--- src/rtl/dff_arb_pkg.sv ---
// Shared types, defaults and helpers for the round-robin register-bank arbiter.
package dff_arb_pkg;

    localparam int unsigned NreqDefault     = 4;
    localparam int unsigned WidthDefault    = 8;
    localparam int unsigned MaxBurstDefault = 8;

    typedef enum logic [0:0] {
        ST_IDLE,
        ST_GRANT
    } arb_state_e;

    // Index width that never collapses to zero bits (NREQ=1 or 2 still needs one bit).
    function automatic int unsigned clog2_min1(input int unsigned n);
        return (n <= 2) ? 1 : $clog2(n);
    endfunction

endpackage

--- src/rtl/dff_rr_pick.sv ---
// Rotating-priority search: first set request bit starting at ptr_i, wrapping modulo NREQ.
module dff_rr_pick
    import dff_arb_pkg::*;
#(
    parameter int unsigned NREQ = NreqDefault
) (
    input  logic [NREQ-1:0]               req_i,
    input  logic [clog2_min1(NREQ)-1:0]   ptr_i,
    output logic                          found_o,
    output logic [clog2_min1(NREQ)-1:0]   idx_o
);

    localparam int unsigned IW = clog2_min1(NREQ);

    logic [IW-1:0] cand;

    // Scan from the farthest offset down so the nearest requester (offset 0 = ptr) wins.
    always_comb begin
        found_o = 1'b0;
        idx_o   = '0;
        cand    = '0;
        for (int k = int'(NREQ) - 1; k >= 0; k--) begin
            cand = IW'((32'(ptr_i) + 32'(k)) % NREQ);
            if (req_i[cand]) begin
                found_o = 1'b1;
                idx_o   = cand;
            end
        end
    end

endmodule

--- src/rtl/dff_rr_arbiter.sv ---
// Round-robin arbiter and write sequencer for one shared WIDTH-bit register.
// Optional burst lock mode is enabled by defining DFF_ARB_LOCK_EN; the default build
// performs exactly one write (or abort) per grant.
module dff_rr_arbiter
    import dff_arb_pkg::*;
#(
    parameter int unsigned NREQ      = NreqDefault,
    parameter int unsigned WIDTH     = WidthDefault,
    parameter int unsigned MAX_BURST = MaxBurstDefault
) (
    input  logic                          clk_i,
    input  logic                          rstn_i,
    input  logic [NREQ-1:0]               req_i,
    input  logic [NREQ*WIDTH-1:0]         wdata_i,
`ifdef DFF_ARB_LOCK_EN
    input  logic [NREQ-1:0]               lock_i,
`endif
    output logic [NREQ-1:0]               gnt_o,
    output logic [clog2_min1(NREQ)-1:0]   owner_o,
    output logic [WIDTH-1:0]              q_o,
    output logic                          q_valid_o,
    output logic                          wr_done_o
);

    localparam int unsigned OW = clog2_min1(NREQ);

    if (NREQ < 2 || NREQ > 16) begin : g_bad_nreq
        $error("dff_rr_arbiter: NREQ must be in 2..16");
    end
    if (MAX_BURST < 1) begin : g_bad_burst
        $error("dff_rr_arbiter: MAX_BURST must be >= 1");
    end

    arb_state_e        state_q, state_d;
    logic [OW-1:0]     ptr_q, ptr_d;
    logic [OW-1:0]     owner_q, owner_d;
    logic [NREQ-1:0]   gnt_q, gnt_d;
    logic [WIDTH-1:0]  q_q, q_d;
    logic              q_valid_q, q_valid_d;
    logic              wr_done_q, wr_done_d;

    logic              pick_found;
    logic [OW-1:0]     pick_idx;
    logic              owner_req;
    logic              stay_grant;
    logic [OW-1:0]     ptr_next;
    logic [WIDTH-1:0]  wdata_arr [NREQ];

    for (genvar i = 0; i < NREQ; i++) begin : g_unpack
        assign wdata_arr[i] = wdata_i[i*WIDTH +: WIDTH];
    end

    dff_rr_pick #(
        .NREQ (NREQ)
    ) u_pick (
        .req_i   (req_i),
        .ptr_i   (ptr_q),
        .found_o (pick_found),
        .idx_o   (pick_idx)
    );

    assign owner_req = req_i[owner_q];
    // Owner gets lowest priority next round, even after an abort.
    assign ptr_next  = (owner_q == OW'(NREQ - 1)) ? '0 : owner_q + 1'b1;

`ifdef DFF_ARB_LOCK_EN
    localparam int unsigned CW = $clog2(MAX_BURST + 1);
    logic [CW-1:0] burst_q, burst_d;
    logic [CW-1:0] burst_inc;

    assign burst_inc  = burst_q + 1'b1;
    assign stay_grant = lock_i[owner_q] & owner_req & (32'(burst_inc) < MAX_BURST);
`else
    assign stay_grant = 1'b0;
`endif

    // State register with synchronous active-low reset.
    always_ff @(posedge clk_i) begin
        if (!rstn_i) begin
            state_q <= ST_IDLE;
        end else begin
            state_q <= state_d;
        end
    end

    // Next-state: IDLE -> GRANT on any request, GRANT -> IDLE unless a burst is held.
    always_comb begin
        state_d = state_q;
        unique case (state_q)
            ST_IDLE:  if (pick_found) state_d = ST_GRANT;
            ST_GRANT: if (!stay_grant) state_d = ST_IDLE;
            default:  state_d = ST_IDLE;
        endcase
    end

    // Next values for grant, pointer, owner, shared register and burst counter.
    always_comb begin
        gnt_d     = gnt_q;
        owner_d   = owner_q;
        ptr_d     = ptr_q;
        q_d       = q_q;
        q_valid_d = q_valid_q;
        wr_done_d = 1'b0;
`ifdef DFF_ARB_LOCK_EN
        burst_d   = burst_q;
`endif
        unique case (state_q)
            ST_IDLE: begin
                gnt_d = '0;
                if (pick_found) begin
                    gnt_d[pick_idx] = 1'b1;
                    owner_d         = pick_idx;
`ifdef DFF_ARB_LOCK_EN
                    burst_d         = '0;
`endif
                end
            end
            ST_GRANT: begin
                if (owner_req) begin
                    q_d       = wdata_arr[owner_q];
                    q_valid_d = 1'b1;
                    wr_done_d = 1'b1;
`ifdef DFF_ARB_LOCK_EN
                    burst_d   = burst_inc;
`endif
                end
                if (!stay_grant) begin
                    gnt_d = '0;
                    ptr_d = ptr_next;
                end
            end
            default: gnt_d = '0;
        endcase
    end

    // Datapath registers with synchronous active-low reset.
    always_ff @(posedge clk_i) begin
        if (!rstn_i) begin
            gnt_q     <= '0;
            owner_q   <= '0;
            ptr_q     <= '0;
            q_q       <= '0;
            q_valid_q <= 1'b0;
            wr_done_q <= 1'b0;
`ifdef DFF_ARB_LOCK_EN
            burst_q   <= '0;
`endif
        end else begin
            gnt_q     <= gnt_d;
            owner_q   <= owner_d;
            ptr_q     <= ptr_d;
            q_q       <= q_d;
            q_valid_q <= q_valid_d;
            wr_done_q <= wr_done_d;
`ifdef DFF_ARB_LOCK_EN
            burst_q   <= burst_d;
`endif
        end
    end

    // All outputs come straight from registers.
    assign gnt_o     = gnt_q;
    assign owner_o   = owner_q;
    assign q_o       = q_q;
    assign q_valid_o = q_valid_q;
    assign wr_done_o = wr_done_q;

endmodule

--- config.mk ---
export PLATFORM = sky130hd
export DESIGN_NAME = dff_rr_arbiter
export DESIGN_NICKNAME = d
export VERILOG_FILES = /design/src/rtl/dff_arb_pkg.sv /design/src/rtl/dff_rr_pick.sv /design/src/rtl/dff_rr_arbiter.sv
export SDC_FILE = /design/constraint.sdc
export NUM_CORES = 1
export LEC_CHECK = 0
export BUFFER_PORTS_ARGS = -buffer_cell sky130_fd_sc_hd__buf_2
export CAP_MARGIN = 20
export CORE_UTILIZATION = 39
export CTS_BUF_LIST = sky130_fd_sc_hd__clkbuf_4 sky130_fd_sc_hd__clkbuf_8 sky130_fd_sc_hd__clkbuf_16
export CTS_CLUSTER_DIAMETER = 200
export DETAILED_ROUTE_END_ITERATION = 8
export HOLD_SLACK_MARGIN = 0.1
export PLACE_DENSITY = 0.74
export SLEW_MARGIN = 10
export SYNTH_ARGS = -nofsm -noshare
export SYNTH_HDL_FRONTEND = slang
export SYNTH_SLANG_ARGS = --single-unit
--- constraint.sdc ---
create_clock -name clk_i -period 1.45 [get_ports clk_i]
set_input_delay 0.0725 -clock clk_i [delete_from_list [all_inputs] [get_ports clk_i]]
set_output_delay 0.0725 -clock clk_i [all_outputs]
set_load 0.02 [all_outputs]
### Word level (Yosys, flattened, before mapping)

Cells that the tools add are included.

* $add $sub $neg: 4
* magnitude comparators: 8
* eq/ne operators: 1
* multiplexer cells: 29
* bitwise logic cells: 2
* reductions and logical operators: 4

Operator list (count)
* $lt A2 B3 Y1 const B: 6
* $bmux W8 S2: 1
* $mux W8: 2
* $mux W1: 12
* $bmux W1 S2: 5
* $mux W2: 5
* $pmux W4 S2: 1
* $reduce_and A2 Y1: 3
* $add A2 B1 Y2 const B: 2
* $add A2 B2 Y2 const B: 2
* $mux W4: 1
* $ge A3 B3 Y1 const B: 1
* $not A2 Y3: 1
* $demux W1 S2: 1
* $eq A2 B2 Y1 const B: 1
* $ge A2 B1 Y1 const B: 1
* $pmux W1 S2: 1
* $logic_and A1 B1 Y1: 1
* $not A1 Y1: 1

* register bits after elaboration: 19
* input port bits: 38
* output and inout bits: 16
* logic and storage cells: 55

### Depth between registers and ports, before layout

Gate-level depths: netlist of run 1.

* word-level depth: 13
* mapped depth: 6
* gate-level depth less buffers: 4

### Modules after synthesis

From an unflattened synthesis of run 1, not the netlist that was laid out.

* cell total of the unflattened synthesis: 85
* area, all modules: 973.4 µm²

Modules (own cells, without submodules)
* dff_rr_arbiter: instances 1, cells each 72, area an instance 895.9 µm², seq. area each 380.4 µm²
* dff_rr_pick: instances 1, cells each 13, area an instance 77.6 µm², seq. area each 0.0 µm²

### Least setup slack after synthesis of run 1

No wires, ideal clock.

* kind: reg2reg
* from: register owner_q[0], in the netlist owner_o[0]
* to: register q_q[0], in the netlist q_o[0]
* setup time: 0.116 ns
* arrival: 1.400 ns
* required time: 1.334 ns
* path slack: -0.066 ns
* stages on the path, launching flop included: 5
* path buffers: 1
* clock period less this slack: 1.516 ns
* path through: dfxtp_1 -> buf_6 -> mux4_2 -> mux2i_1 -> nor2b_1

* cells in the longest elaborated chain, start to end: 4
* elaborated cells on any way between the ends: 7
* classes of those cells: 5 x mux; 1 x bitwise; 1 x reduce/logical

RTL lines
* from (decl): line dff_rr_arbiter.sv:36 `logic [OW-1:0] owner_q, owner_d;`
* from (signal assigned): line dff_rr_arbiter.sv:150 `owner_q <= owner_d;`
* $not A2 Y3 (implied by the code): line dff_rr_arbiter.sv:120 `q_d = wdata_arr[owner_q];`
* $bmux W8 S2: line dff_rr_arbiter.sv:120
* $mux W8 (implied by the code) (2 in a row): line dff_rr_arbiter.sv:120
* to (signal assigned): line dff_rr_arbiter.sv:152 `q_q <= q_d;`
* to (decl): line dff_rr_arbiter.sv:38 `logic [WIDTH-1:0] q_q, q_d;`

Several ways; a longest one is shown, not always the timed one. The select of a mux whose other input is x is not followed.
A chain may end at the register's enable or synchronous reset.

### Worst setup path in the final report of run 1

* from: register owner_q[0], in the netlist owner_o[0]
* to: register q_q[1], in the netlist q_o[1]

Same word-level chain as after synthesis.

==> flow_results.xml, run 1 <==
<?xml version="1.0" encoding="UTF-8"?>
<metrics>
  <group name="placed_design">
    <metric name="dp_hpwl" unit="um">1748</metric>
    <metric name="port_buffers" unit="">53</metric>
    <metric name="finalWeightedCongestion" unit="">0.7641</metric>
    <metric name="numPlacedInstances" unit="">169</metric>
  </group>
  <group name="setup_path">
    <metric name="cp_data_arrival_time" unit="ps">1520</metric>
    <metric name="reg2reg_from" unit="">owner_o[0]</metric>
    <metric name="crit_path_kind" unit="">register to register</metric>
    <metric name="r2r_setup_slack" unit="ps">120</metric>
    <metric name="r2r_cells" unit="">3</metric>
    <metric name="timing.rr.end" unit="">q_o[1]</metric>
    <metric name="crit_path_start_kind" unit="">register</metric>
    <metric name="critical_path.slowest_cell" unit="">sky130_fd_sc_hd__mux4_2</metric>
    <metric name="path_max_fanout" unit="">11</metric>
    <metric name="critical_path.cell_chain" unit="">mux4_2 &gt; mux2i_1 &gt; nor2b_1</metric>
    <metric name="critical_path.endpoint_type" unit="">register</metric>
    <metric name="max_stage_delay" unit="ps">540</metric>
    <metric name="cp.required" unit="ps">1640</metric>
  </group>
  <group name="timing">
    <metric name="worst_clock_skew" unit="ps">0.9723</metric>
    <metric name="min_period_over_period" unit="">0.9162</metric>
    <metric name="setup_viol" unit="">0</metric>
    <metric name="final_hold_viol_count" unit="">0</metric>
    <metric name="final.min_clock_period" unit="ps">1328</metric>
    <metric name="hold_ws" unit="ps">114.9</metric>
    <metric name="rsz0062_at_grt" unit="">no</metric>
    <metric name="finalSetupTns" unit="ps">0</metric>
    <metric name="max-slew-margin-rel" unit="">0.7320</metric>
    <metric name="tightestPinTransition" unit="ps">398.3</metric>
    <metric name="final_max_slew_viol_count" unit="">0</metric>
    <metric name="clock.fmax" unit="MHz">752.8</metric>
  </group>
  <group name="cells_and_area">
    <metric name="mostFrequentLayoutCell" unit="">sky130_fd_sc_hd__buf_2</metric>
    <metric name="postLayoutCoreUtil" unit="">0.5796</metric>
    <metric name="layout.cells.most_common_list" unit="">sky130_fd_sc_hd__buf_2 (53), sky130_fd_sc_hd__dfxtp_1 (18), sky130_fd_sc_hd__nor2b_1 (15)</metric>
    <metric name="antenna_diode_count" unit="">0</metric>
    <metric name="num-nets-final" unit="">185</metric>
    <metric name="multi_input_comb_area" unit="um^2">575.6</metric>
    <metric name="layoutNonFillerInstCount" unit="">173</metric>
    <metric name="num-fill-cells" unit="">201</metric>
    <metric name="syn_to_final_growth" unit="%">34.92</metric>
    <metric name="share_of_cells_above_drive_strength_1" unit="">0.5034</metric>
    <metric name="layout.area.seq" unit="um^2">384.1</metric>
  </group>
  <group name="drt">
    <metric name="remaining_drc_errors" unit="">0</metric>
    <metric name="detailedRoute.firstIterationViolations" unit="">7</metric>
    <metric name="max_used_layer" unit="">met3</metric>
    <metric name="wirelength_met1" unit="um">917</metric>
    <metric name="number_of_vias_per_cell" unit="">5.185</metric>
    <metric name="wl_met3" unit="um">169</metric>
    <metric name="wire_per_inst" unit="um">12.87</metric>
    <metric name="drt-total-wl" unit="um">2227</metric>
    <metric name="drt-pass1-iter-count" unit="">4</metric>
    <metric name="final_antenna_net_count" unit="">0</metric>
    <metric name="vias" unit="">897</metric>
    <metric name="met2_wirelength" unit="um">1139</metric>
  </group>
  <group name="yosys">
    <metric name="post_synth_num_cell_types" unit="">26</metric>
    <metric name="synth_sequential_area_ratio" unit="">0.3819</metric>
    <metric name="syn-num-nets" unit="">127</metric>
    <metric name="mappedNetlistArea" unit="um^2">996.0</metric>
    <metric name="post_synth_inst_count" unit="">88</metric>
    <metric name="yosysWarnings" unit="">0</metric>
    <metric name="synth.avg_cell_area" unit="um^2">11.32</metric>
    <metric name="yosys_register_bits" unit="">19</metric>
  </group>
  <group name="global_routing">
    <metric name="via_count_of_the_first_global_routing_pass" unit="">912</metric>
    <metric name="grt_start_max_net_pins" unit="">16</metric>
    <metric name="grt_overflow" unit="">0</metric>
    <metric name="wire_length_of_the_first_global_routing_pass" unit="um">3615</metric>
    <metric name="grt_usage" unit="">0.1784</metric>
    <metric name="initial_antenna_violation_count" unit="">0</metric>
  </group>
  <group name="cts">
    <metric name="clk_pin_slew_worst_paths" unit="ps">100</metric>
    <metric name="cts_hold_repair.buffers" unit="">0</metric>
    <metric name="cts-buffers-inserted" unit="">3</metric>
    <metric name="insertion_delay" unit="ps">290</metric>
    <metric name="htree_num_levels" unit="">1</metric>
    <metric name="cts_tree" unit="">built</metric>
    <metric name="max-clock-path-buffers" unit="">2</metric>
    <metric name="cts-root-buf" unit="">sky130_fd_sc_hd__clkbuf_4</metric>
    <metric name="clock_sinks" unit="">19</metric>
  </group>
  <group name="job">
    <metric name="max-cap-violations" unit="">0</metric>
  </group>
  <group name="status">
    <metric name="outcome" unit="">completed</metric>
  </group>
  <group name="floorplanning">
    <metric name="die_h" unit="um">52.54</metric>
    <metric name="die_w" unit="um">52.54</metric>
    <metric name="floorplan.io_pins" unit="">54</metric>
    <metric name="design.die.area" unit="mm^2">0.002760</metric>
    <metric name="placementRows" unit="">17</metric>
    <metric name="core_region_area" unit="mm^2">0.002318</metric>
    <metric name="initial_core_util" unit="">0.4296</metric>
  </group>
  <group name="power_and_ir_drop">
    <metric name="p_leak" unit="nW">0.6047</metric>
    <metric name="total_power" unit="mW">1.215</metric>
    <metric name="power_density" unit="mW/mm^2">904.0</metric>
    <metric name="ir_drop" unit="V">0.0006048</metric>
  </group>
  <group name="worst_hold_path">
    <metric name="hold_class" unit="">input pin to register</metric>
    <metric name="whs_path_depth" unit="">2</metric>
    <metric name="hold_path.startpoint" unit="">rstn_i</metric>
    <metric name="worst_hold_path.endpoint" unit="">q_valid_o</metric>
  </group>
</metrics>
## kinds of logic after synthesis
kind of cell	synth area share
mux	0.3015
fa+ha+maj	0.01256
flops	0.3819
compound gates	0.1018
simple gates	0.1621
buf+inv	0.04019
## area by class of cell
type | count | share of cell area
inverters | 1 | 0.002793
repair buffers | 58 | 0.2346
multi-input cells | 63 | 0.4283
well taps | 28 | 0.02607
flip-flops and latches | 19 | 0.2858
clock buffers | 4 | 0.02235
## worst max-delay path: cells and delay by family, from the launching register on
kind             cells  cell delay (ps)
DFF                  1              490
and+or+nand+nor      1               60
muxes                2              690
## report_power, final
group | internal, mW | switching [mW] | total [mW]
logic | 0.183 | 0.155 | 0.338
clock network | 0.126 | 0.158 | 0.283
registers | 0.561 | 0.0329 | 0.593
total | 0.869 | 0.346 | 1.21
## worst max path at each step
| stage | startpoint | to | slack, ps | cells past startpoint |
|---|---|---|---|---|
| after CTS | owner_o[0] | q_o[6] | 100 | 3 |
| after detailed placement | owner_o[0] | q_o[6] | -10 | 5 |
| final | owner_o[0] | q_o[1] | 120 | 3 |
| after global routing | owner_o[0] | q_o[6] | 30 | 5 |
| after global placement | owner_o[0] | q_o[5] | 50 | 3 |
| after floorplan | owner_o[0] | q_o[0] | 60 | 4 |
## registers in the layout, indices dropped and copies added (netlist names)
name / flops
state_q: 1
wr_done_o: 1
owner_o: 2
q_valid_o: 1
q_o: 8
gnt_o: 4
ptr_q: 2
## cell usage after synthesis, drive strengths merged
cell     count  area [um^2]
or2          1        6.260
mux2i       12        120.1
nor3         2        10.01
o2111ai      1        8.760
nand2b       2        12.51
ha           1        12.51
o21ai        3        15.01
o21bai       1        7.510
o211a        1        10.01
o311ai       1        8.760
buf          4        32.53
o21a         1        7.510
mux4         8        180.2
o31ai        1        7.510
inv          1        3.750
a21boi       2        15.01
dfxtp       19        380.4
nor4         1        6.260
and2         1        6.260
nand2        2        7.510
o31a         1        8.760
nor2b       15        93.84
nor2         5        18.77
clkbuf       1        3.750
o22ai        1        12.51
## per-stage QoR
step | instance area [um^2] | worst slack [ps]
6_report | 1344 | 121.6
5_1_grt | 1344 | 26.99
4_1_cts | 1344 | 103.7
3_5_place_dp | 1311 | -12.49
3_3_place_gp | 1311 | 45.23
2_1_floorplan | 997.2 | 56.92
## routing by layer
| layer | global-route usage | vias to the layer above |
|---|---|---|
| met5 | 0 | - |
| met4 | 0.06579 | 0 |
| met3 | 0.04638 | 0 |
| met2 | 0.3502 | 37 |
| met1 | 0.1735 | 421 |
| li1 | - | 439 |
## timing repair
item	in CTS	in global routing
endpoints found under the setup margin	3	0
hold endpoints to repair	0	0
buffers inserted	0	0
resized for setup	1	0
Power figures use the tool's default switching activity.
==> run 2, diff against run 1 <==
==> constraint.sdc (replaced) <==
create_clock -name clk_i -period 1.45 [get_ports clk_i]
set_input_delay 0.29 -clock clk_i [delete_from_list [all_inputs] [get_ports clk_i]]
set_output_delay 0.29 -clock clk_i [all_outputs]
set_load 0.02 [all_outputs]
==> flow_results.xml, run 2 (synthesis results as in run 1) <==
<?xml version="1.0" encoding="UTF-8"?>
<metrics>
  <group name="timing">
    <metric name="min_period_over_period" unit="">0.9486</metric>
    <metric name="max-slew-margin-rel" unit="">0.7322</metric>
    <metric name="setup_viol" unit="">0</metric>
    <metric name="final_max_slew_viol_count" unit="">0</metric>
    <metric name="rsz0062_at_grt" unit="">no</metric>
    <metric name="worst_clock_skew" unit="ps">0.9969</metric>
    <metric name="clock.fmax" unit="MHz">727.0</metric>
    <metric name="final.min_clock_period" unit="ps">1376</metric>
    <metric name="tightestPinTransition" unit="ps">398.1</metric>
    <metric name="final_hold_viol_count" unit="">0</metric>
  </group>
  <group name="global_routing">
    <metric name="wire_length_of_the_first_global_routing_pass" unit="um">3615</metric>
    <metric name="initial_antenna_violation_count" unit="">0</metric>
    <metric name="grt_usage" unit="">0.1784</metric>
    <metric name="grt_start_max_net_pins" unit="">16</metric>
    <metric name="via_count_of_the_first_global_routing_pass" unit="">912</metric>
    <metric name="grt_overflow" unit="">0</metric>
  </group>
  <group name="cells_and_area">
    <metric name="num-nets-final" unit="">185</metric>
    <metric name="postLayoutCoreUtil" unit="">0.5812</metric>
    <metric name="share_of_cells_above_drive_strength_1" unit="">0.5034</metric>
    <metric name="antenna_diode_count" unit="">0</metric>
    <metric name="mostFrequentLayoutCell" unit="">sky130_fd_sc_hd__buf_2</metric>
    <metric name="layoutNonFillerInstCount" unit="">173</metric>
    <metric name="layout.cells.most_common_list" unit="">sky130_fd_sc_hd__buf_2 (53), sky130_fd_sc_hd__dfxtp_1 (18), sky130_fd_sc_hd__nor2b_1 (15)</metric>
    <metric name="largest_register_ffs" unit="">8</metric>
    <metric name="syn_to_final_growth" unit="%">35.30</metric>
  </group>
  <group name="power_and_ir_drop">
    <metric name="power_density" unit="mW/mm^2">902.9</metric>
    <metric name="ir_drop" unit="V">0.0006048</metric>
    <metric name="p_leak" unit="nW">0.6055</metric>
  </group>
  <group name="cts">
    <metric name="cts_tree" unit="">built</metric>
    <metric name="clk_pin_slew_worst_paths" unit="ps">100</metric>
    <metric name="clock_sinks" unit="">19</metric>
    <metric name="htree_num_levels" unit="">1</metric>
    <metric name="cts-buffers-inserted" unit="">3</metric>
    <metric name="insertion_delay" unit="ps">290</metric>
    <metric name="cts_hold_repair.buffers" unit="">0</metric>
    <metric name="cts-root-buf" unit="">sky130_fd_sc_hd__clkbuf_4</metric>
    <metric name="max-clock-path-buffers" unit="">2</metric>
  </group>
  <group name="placed_design">
    <metric name="numPlacedInstances" unit="">169</metric>
    <metric name="port_buffers" unit="">53</metric>
    <metric name="finalWeightedCongestion" unit="">0.7641</metric>
    <metric name="dp_hpwl" unit="um">1748</metric>
  </group>
  <group name="status">
    <metric name="outcome" unit="">completed</metric>
  </group>
  <group name="setup_path">
    <metric name="crit_path_kind" unit="">register to output port</metric>
    <metric name="crit_path_start_kind" unit="">register</metric>
    <metric name="critical_path.endpoint_type" unit="">output port</metric>
    <metric name="max_stage_delay" unit="ps">490</metric>
    <metric name="timing.critical_path.max_delay_family" unit="">flip-flops</metric>
    <metric name="critical_path.cell_chain" unit="">buf_6 &gt; buf_2</metric>
    <metric name="critical_path.slowest_cell" unit="">sky130_fd_sc_hd__dfxtp_4</metric>
    <metric name="cp_data_arrival_time" unit="ps">1090</metric>
    <metric name="path_max_fanout" unit="">11</metric>
    <metric name="timing.critical_path.buf_inv" unit="">2</metric>
    <metric name="cp.required" unit="ps">1160</metric>
  </group>
  <group name="drt">
    <metric name="number_of_vias_per_cell" unit="">5.185</metric>
    <metric name="final_antenna_net_count" unit="">0</metric>
    <metric name="wire_per_inst" unit="um">12.86</metric>
    <metric name="drt-total-wl" unit="um">2225</metric>
    <metric name="vias" unit="">897</metric>
    <metric name="drt-pass1-iter-count" unit="">4</metric>
    <metric name="remaining_drc_errors" unit="">0</metric>
    <metric name="detailedRoute.firstIterationViolations" unit="">7</metric>
  </group>
  <group name="floorplanning">
    <metric name="core_region_area" unit="mm^2">0.002318</metric>
    <metric name="floorplan.io_pins" unit="">54</metric>
    <metric name="die_w" unit="um">52.54</metric>
    <metric name="initial_core_util" unit="">0.4296</metric>
    <metric name="placementRows" unit="">17</metric>
    <metric name="die_h" unit="um">52.54</metric>
    <metric name="design.die.area" unit="mm^2">0.002760</metric>
  </group>
  <group name="worst_hold_path">
    <metric name="hold_class" unit="">input pin to register</metric>
  </group>
  <group name="job">
    <metric name="max-cap-violations" unit="">0</metric>
  </group>
</metrics>
==> run 2: cell counts in the layout (fill, tap and decap cells not counted) <==
No cell type changed its count.
==> run 2: cell type report <==
| cell class | instances | area (um^2) |
|---|---|---|
| fillers | 204 | 970.9 |
| multi-input cells | 63 | 575.6 |
| flip-flops and latches | 19 | 384.1 |
| repair buffers | 58 | 319.1 |
| well taps | 28 | 35.03 |
| clock buffers | 4 | 30.03 |
| inverters | 1 | 3.754 |
==> run 2: power by group <==
group	switching [mW]	total (mW)	internal (mW)
sequential	0.0333	0.594	0.561
clock	0.158	0.283	0.126
combinational	0.155	0.339	0.184
==> run 2: timing repair <==
action,CTS,global route
resized for setup,1,1
setup buffers,0,0
endpoints found under the setup margin,4,1
cloned,0,0
==> run 2: final timing paths <==
kind / cells after the start / to / from / slack [ps]
setup / recovery: 2 / owner_o[0] / owner_o[0] / 70
hold / removal: 2 / q_valid_o / rstn_i / 330
setup reg to reg: 3 / q_o[1] / owner_o[0] / 120
hold reg to reg: 1 / q_valid_o / q_valid_o / 470
==> run 2: metal layers <==
layer  vias up  global-route usage  share of wire
li1        439                   -              -
met1       421              0.1735           0.41
met2        37              0.3502           0.51
met3         0             0.04638          0.076
met4         0             0.06579              0
met5         -                   0              0
==> run 2: through the flow <==
stage | TNS [ps] | total power, mW | setup WS, ps | hold WS, ps | area, um^2
floorplan | 0 | 0.8206 | 56.92 | 418.2 | 997.2
global placement | 0 | 0.9343 | 45.23 | 455.8 | 1311
detailed placement | -22.81 | 0.9460 | -12.49 | 448.8 | 1311
CTS | 0 | 1.227 | 26.53 | 324.6 | 1344
global route | 0 | 1.281 | 7.253 | 330.3 | 1348
finish | 0 | 1.217 | 74.48 | 332.4 | 1348
==> run 3, diff against run 2 <==
--- a/config.mk
+++ b/config.mk
@@ -12,7 +12,7 @@
 export CTS_CLUSTER_DIAMETER = 200
 export DETAILED_ROUTE_END_ITERATION = 8
 export HOLD_SLACK_MARGIN = 0.1
-export PLACE_DENSITY = 0.74
+export PLACE_DENSITY = 0.71
 export SLEW_MARGIN = 10
 export SYNTH_ARGS = -nofsm -noshare
 export SYNTH_HDL_FRONTEND = slang
==> constraint.sdc (replaced) <==
create_clock -name clk_i -period 1.3 [get_ports clk_i]
set_input_delay 0.26 -clock clk_i [delete_from_list [all_inputs] [get_ports clk_i]]
set_output_delay 0.26 -clock clk_i [all_outputs]
set_load 0.02 [all_outputs]
==> flow_results.xml, run 3 (synthesis results as in run 1) <==
<?xml version="1.0" encoding="UTF-8"?>
<metrics>
  <group name="timing">
    <metric name="clock.fmax" unit="MHz">757.6</metric>
    <metric name="final_hold_viol_count" unit="">0</metric>
    <metric name="finalWorstSetupSlack" unit="ps">-20.02</metric>
    <metric name="min_period_over_period" unit="">1.015</metric>
    <metric name="worst_clock_skew" unit="ps">3.243</metric>
    <metric name="finalSetupTns" unit="ps">-79.40</metric>
    <metric name="rsz0062_at_grt" unit="">yes</metric>
    <metric name="final_max_slew_viol_count" unit="">0</metric>
    <metric name="max-slew-margin-rel" unit="">0.7677</metric>
    <metric name="final.min_clock_period" unit="ps">1320</metric>
    <metric name="tightestPinTransition" unit="ps">344.1</metric>
    <metric name="hold_ws" unit="ps">322.7</metric>
    <metric name="setup_viol" unit="">8</metric>
  </group>
  <group name="drt">
    <metric name="wirelength_met1" unit="um">912</metric>
    <metric name="met2_wirelength" unit="um">1170</metric>
    <metric name="wl_met3" unit="um">152</metric>
    <metric name="drt-pass1-iter-count" unit="">4</metric>
    <metric name="remaining_drc_errors" unit="">0</metric>
    <metric name="vias" unit="">911</metric>
    <metric name="final_antenna_net_count" unit="">0</metric>
    <metric name="detailedRoute.firstIterationViolations" unit="">5</metric>
    <metric name="wire_per_inst" unit="um">12.76</metric>
    <metric name="number_of_vias_per_cell" unit="">5.147</metric>
    <metric name="max_used_layer" unit="">met4</metric>
    <metric name="drt-total-wl" unit="um">2259</metric>
  </group>
  <group name="cells_and_area">
    <metric name="largest_register_ffs" unit="">8</metric>
    <metric name="syn_to_final_growth" unit="%">40.70</metric>
    <metric name="layoutNonFillerInstCount" unit="">177</metric>
    <metric name="final_cell_area" unit="mm^2">0.001401</metric>
    <metric name="num-nets-final" unit="">189</metric>
    <metric name="num-fill-cells" unit="">209</metric>
    <metric name="mostFrequentLayoutCell" unit="">sky130_fd_sc_hd__buf_2</metric>
    <metric name="layout.cells.most_common_list" unit="">sky130_fd_sc_hd__buf_2 (53), sky130_fd_sc_hd__dfxtp_1 (16), sky130_fd_sc_hd__nor2b_1 (14)</metric>
    <metric name="antenna_diode_count" unit="">0</metric>
    <metric name="share_of_cells_above_drive_strength_1" unit="">0.5436</metric>
  </group>
  <group name="power_and_ir_drop">
    <metric name="p_seq_frac" unit="">0.470</metric>
    <metric name="p_leak" unit="nW">0.6324</metric>
    <metric name="ir_drop" unit="V">0.0007349</metric>
    <metric name="power_density" unit="mW/mm^2">986.6</metric>
    <metric name="combinational_power_share" unit="">0.301</metric>
    <metric name="switching_fraction_of_total_power" unit="">0.2833</metric>
    <metric name="p_int" unit="uW">991.0</metric>
    <metric name="netSwitchingPower" unit="uW">391.7</metric>
    <metric name="clkPwrFrac" unit="">0.229</metric>
  </group>
  <group name="floorplanning">
    <metric name="die_w" unit="um">52.54</metric>
    <metric name="core_region_area" unit="mm^2">0.002318</metric>
    <metric name="die_h" unit="um">52.54</metric>
    <metric name="placementRows" unit="">17</metric>
    <metric name="floorplan.io_pins" unit="">54</metric>
    <metric name="initial_core_util" unit="">0.4296</metric>
    <metric name="design.die.area" unit="mm^2">0.002760</metric>
  </group>
  <group name="cts">
    <metric name="cts_hold_repair.buffers" unit="">0</metric>
    <metric name="insertion_delay" unit="ps">290</metric>
    <metric name="cts-buffers-inserted" unit="">3</metric>
    <metric name="max-clock-path-buffers" unit="">2</metric>
    <metric name="cts-root-buf" unit="">sky130_fd_sc_hd__clkbuf_4</metric>
    <metric name="cts_tree" unit="">built</metric>
    <metric name="clock_sinks" unit="">19</metric>
    <metric name="htree_num_levels" unit="">1</metric>
    <metric name="clk_pin_slew_worst_paths" unit="ps">110</metric>
  </group>
  <group name="global_routing">
    <metric name="wire_length_of_the_first_global_routing_pass" unit="um">3429</metric>
    <metric name="grt_usage" unit="">0.1759</metric>
    <metric name="via_count_of_the_first_global_routing_pass" unit="">810</metric>
    <metric name="grt_overflow" unit="">0</metric>
    <metric name="grt_start_max_net_pins" unit="">15</metric>
    <metric name="initial_antenna_violation_count" unit="">0</metric>
  </group>
  <group name="placed_design">
    <metric name="post_dp_cell_area" unit="mm^2">0.001330</metric>
    <metric name="place_worst_setup_slack" unit="ps">-46.28</metric>
    <metric name="dp_hpwl" unit="um">1807</metric>
    <metric name="finalWeightedCongestion" unit="">0.7364</metric>
    <metric name="port_buffers" unit="">53</metric>
    <metric name="numPlacedInstances" unit="">171</metric>
  </group>
  <group name="setup_path">
    <metric name="cp.required" unit="ps">1500</metric>
    <metric name="crit_path_kind" unit="">register to register</metric>
    <metric name="cp_data_arrival_time" unit="ps">1520</metric>
    <metric name="crit_path_start_kind" unit="">register</metric>
    <metric name="path_max_fanout" unit="">10</metric>
    <metric name="critical_path.endpoint_type" unit="">register</metric>
  </group>
  <group name="job">
    <metric name="max-cap-violations" unit="">0</metric>
  </group>
  <group name="worst_hold_path">
    <metric name="hold_class" unit="">input pin to register</metric>
  </group>
  <group name="status">
    <metric name="violations" unit="">negative setup slack</metric>
    <metric name="outcome" unit="">finished, violations left</metric>
  </group>
</metrics>
[run 3: area by class of cell]
type                    instances  area, um^2  share of cell area
multi-input cells              63       584.3              0.4170
clock buffers                   4       30.03             0.02143
flip-flops and latches         19       386.6              0.2759
repair buffers                 62       361.6              0.2580
well taps                      28       35.03             0.02500
inverters                       1       3.754            0.002679
[run 3: per-layer routing]
layer  up-vias  global-route usage
li1        445                   -
met1       423              0.2018
met2        39              0.3101
met3         4             0.03478
met4         0             0.07895
met5         -                   0
[run 3: timing repair]
item	4_1_cts	5_1_grt
hold endpoints to repair	0	0
gates resized for setup	1	3
endpoints found under the setup margin	8	10
buffers inserted	2	0
[run 3: power by group through the flow]
stage / Sequential, mW / Clock [mW] / Combinational, mW
after floorplan: 0.706 / 0 / 0.213
after global placement: 0.675 / 0 / 0.371
after detailed placement: 0.676 / 0 / 0.382
after CTS: 0.649 / 0.333 / 0.419
after global routing: 0.657 / 0.354 / 0.451
final: 0.650 / 0.317 / 0.416
[run 3: through the flow]
stage	power [mW]	utilization
2_1_floorplan	0.9195	-
3_3_place_gp	1.046	0.5737
3_5_place_dp	1.058	0.5737
4_1_cts	1.402	0.6001
5_1_grt	1.462	0.6044
6_report	1.383	0.6044
[run 3: worst max-delay path, cell delays in order (launching register included)]
cell and delay (ps):
sky130_fd_sc_hd__dfxtp_4 370, sky130_fd_sc_hd__buf_12 130, sky130_fd_sc_hd__mux2i_1 120, sky130_fd_sc_hd__o22ai_2 190, sky130_fd_sc_hd__buf_12 160, sky130_fd_sc_hd__mux2i_1 190, sky130_fd_sc_hd__nor2b_1 60
[run 3: final timing paths]
check / startpoint / to / slack (ps) / cells past startpoint
worst max-delay path: owner_o[0] / q_o[3] / -20 / 6
worst min-delay path: req_i[3] / gnt_o[3] / 320 / 3
worst max register to register: owner_o[0] / q_o[3] / -20 / 6
worst min register to register: q_valid_o / q_valid_o / 480 / 1
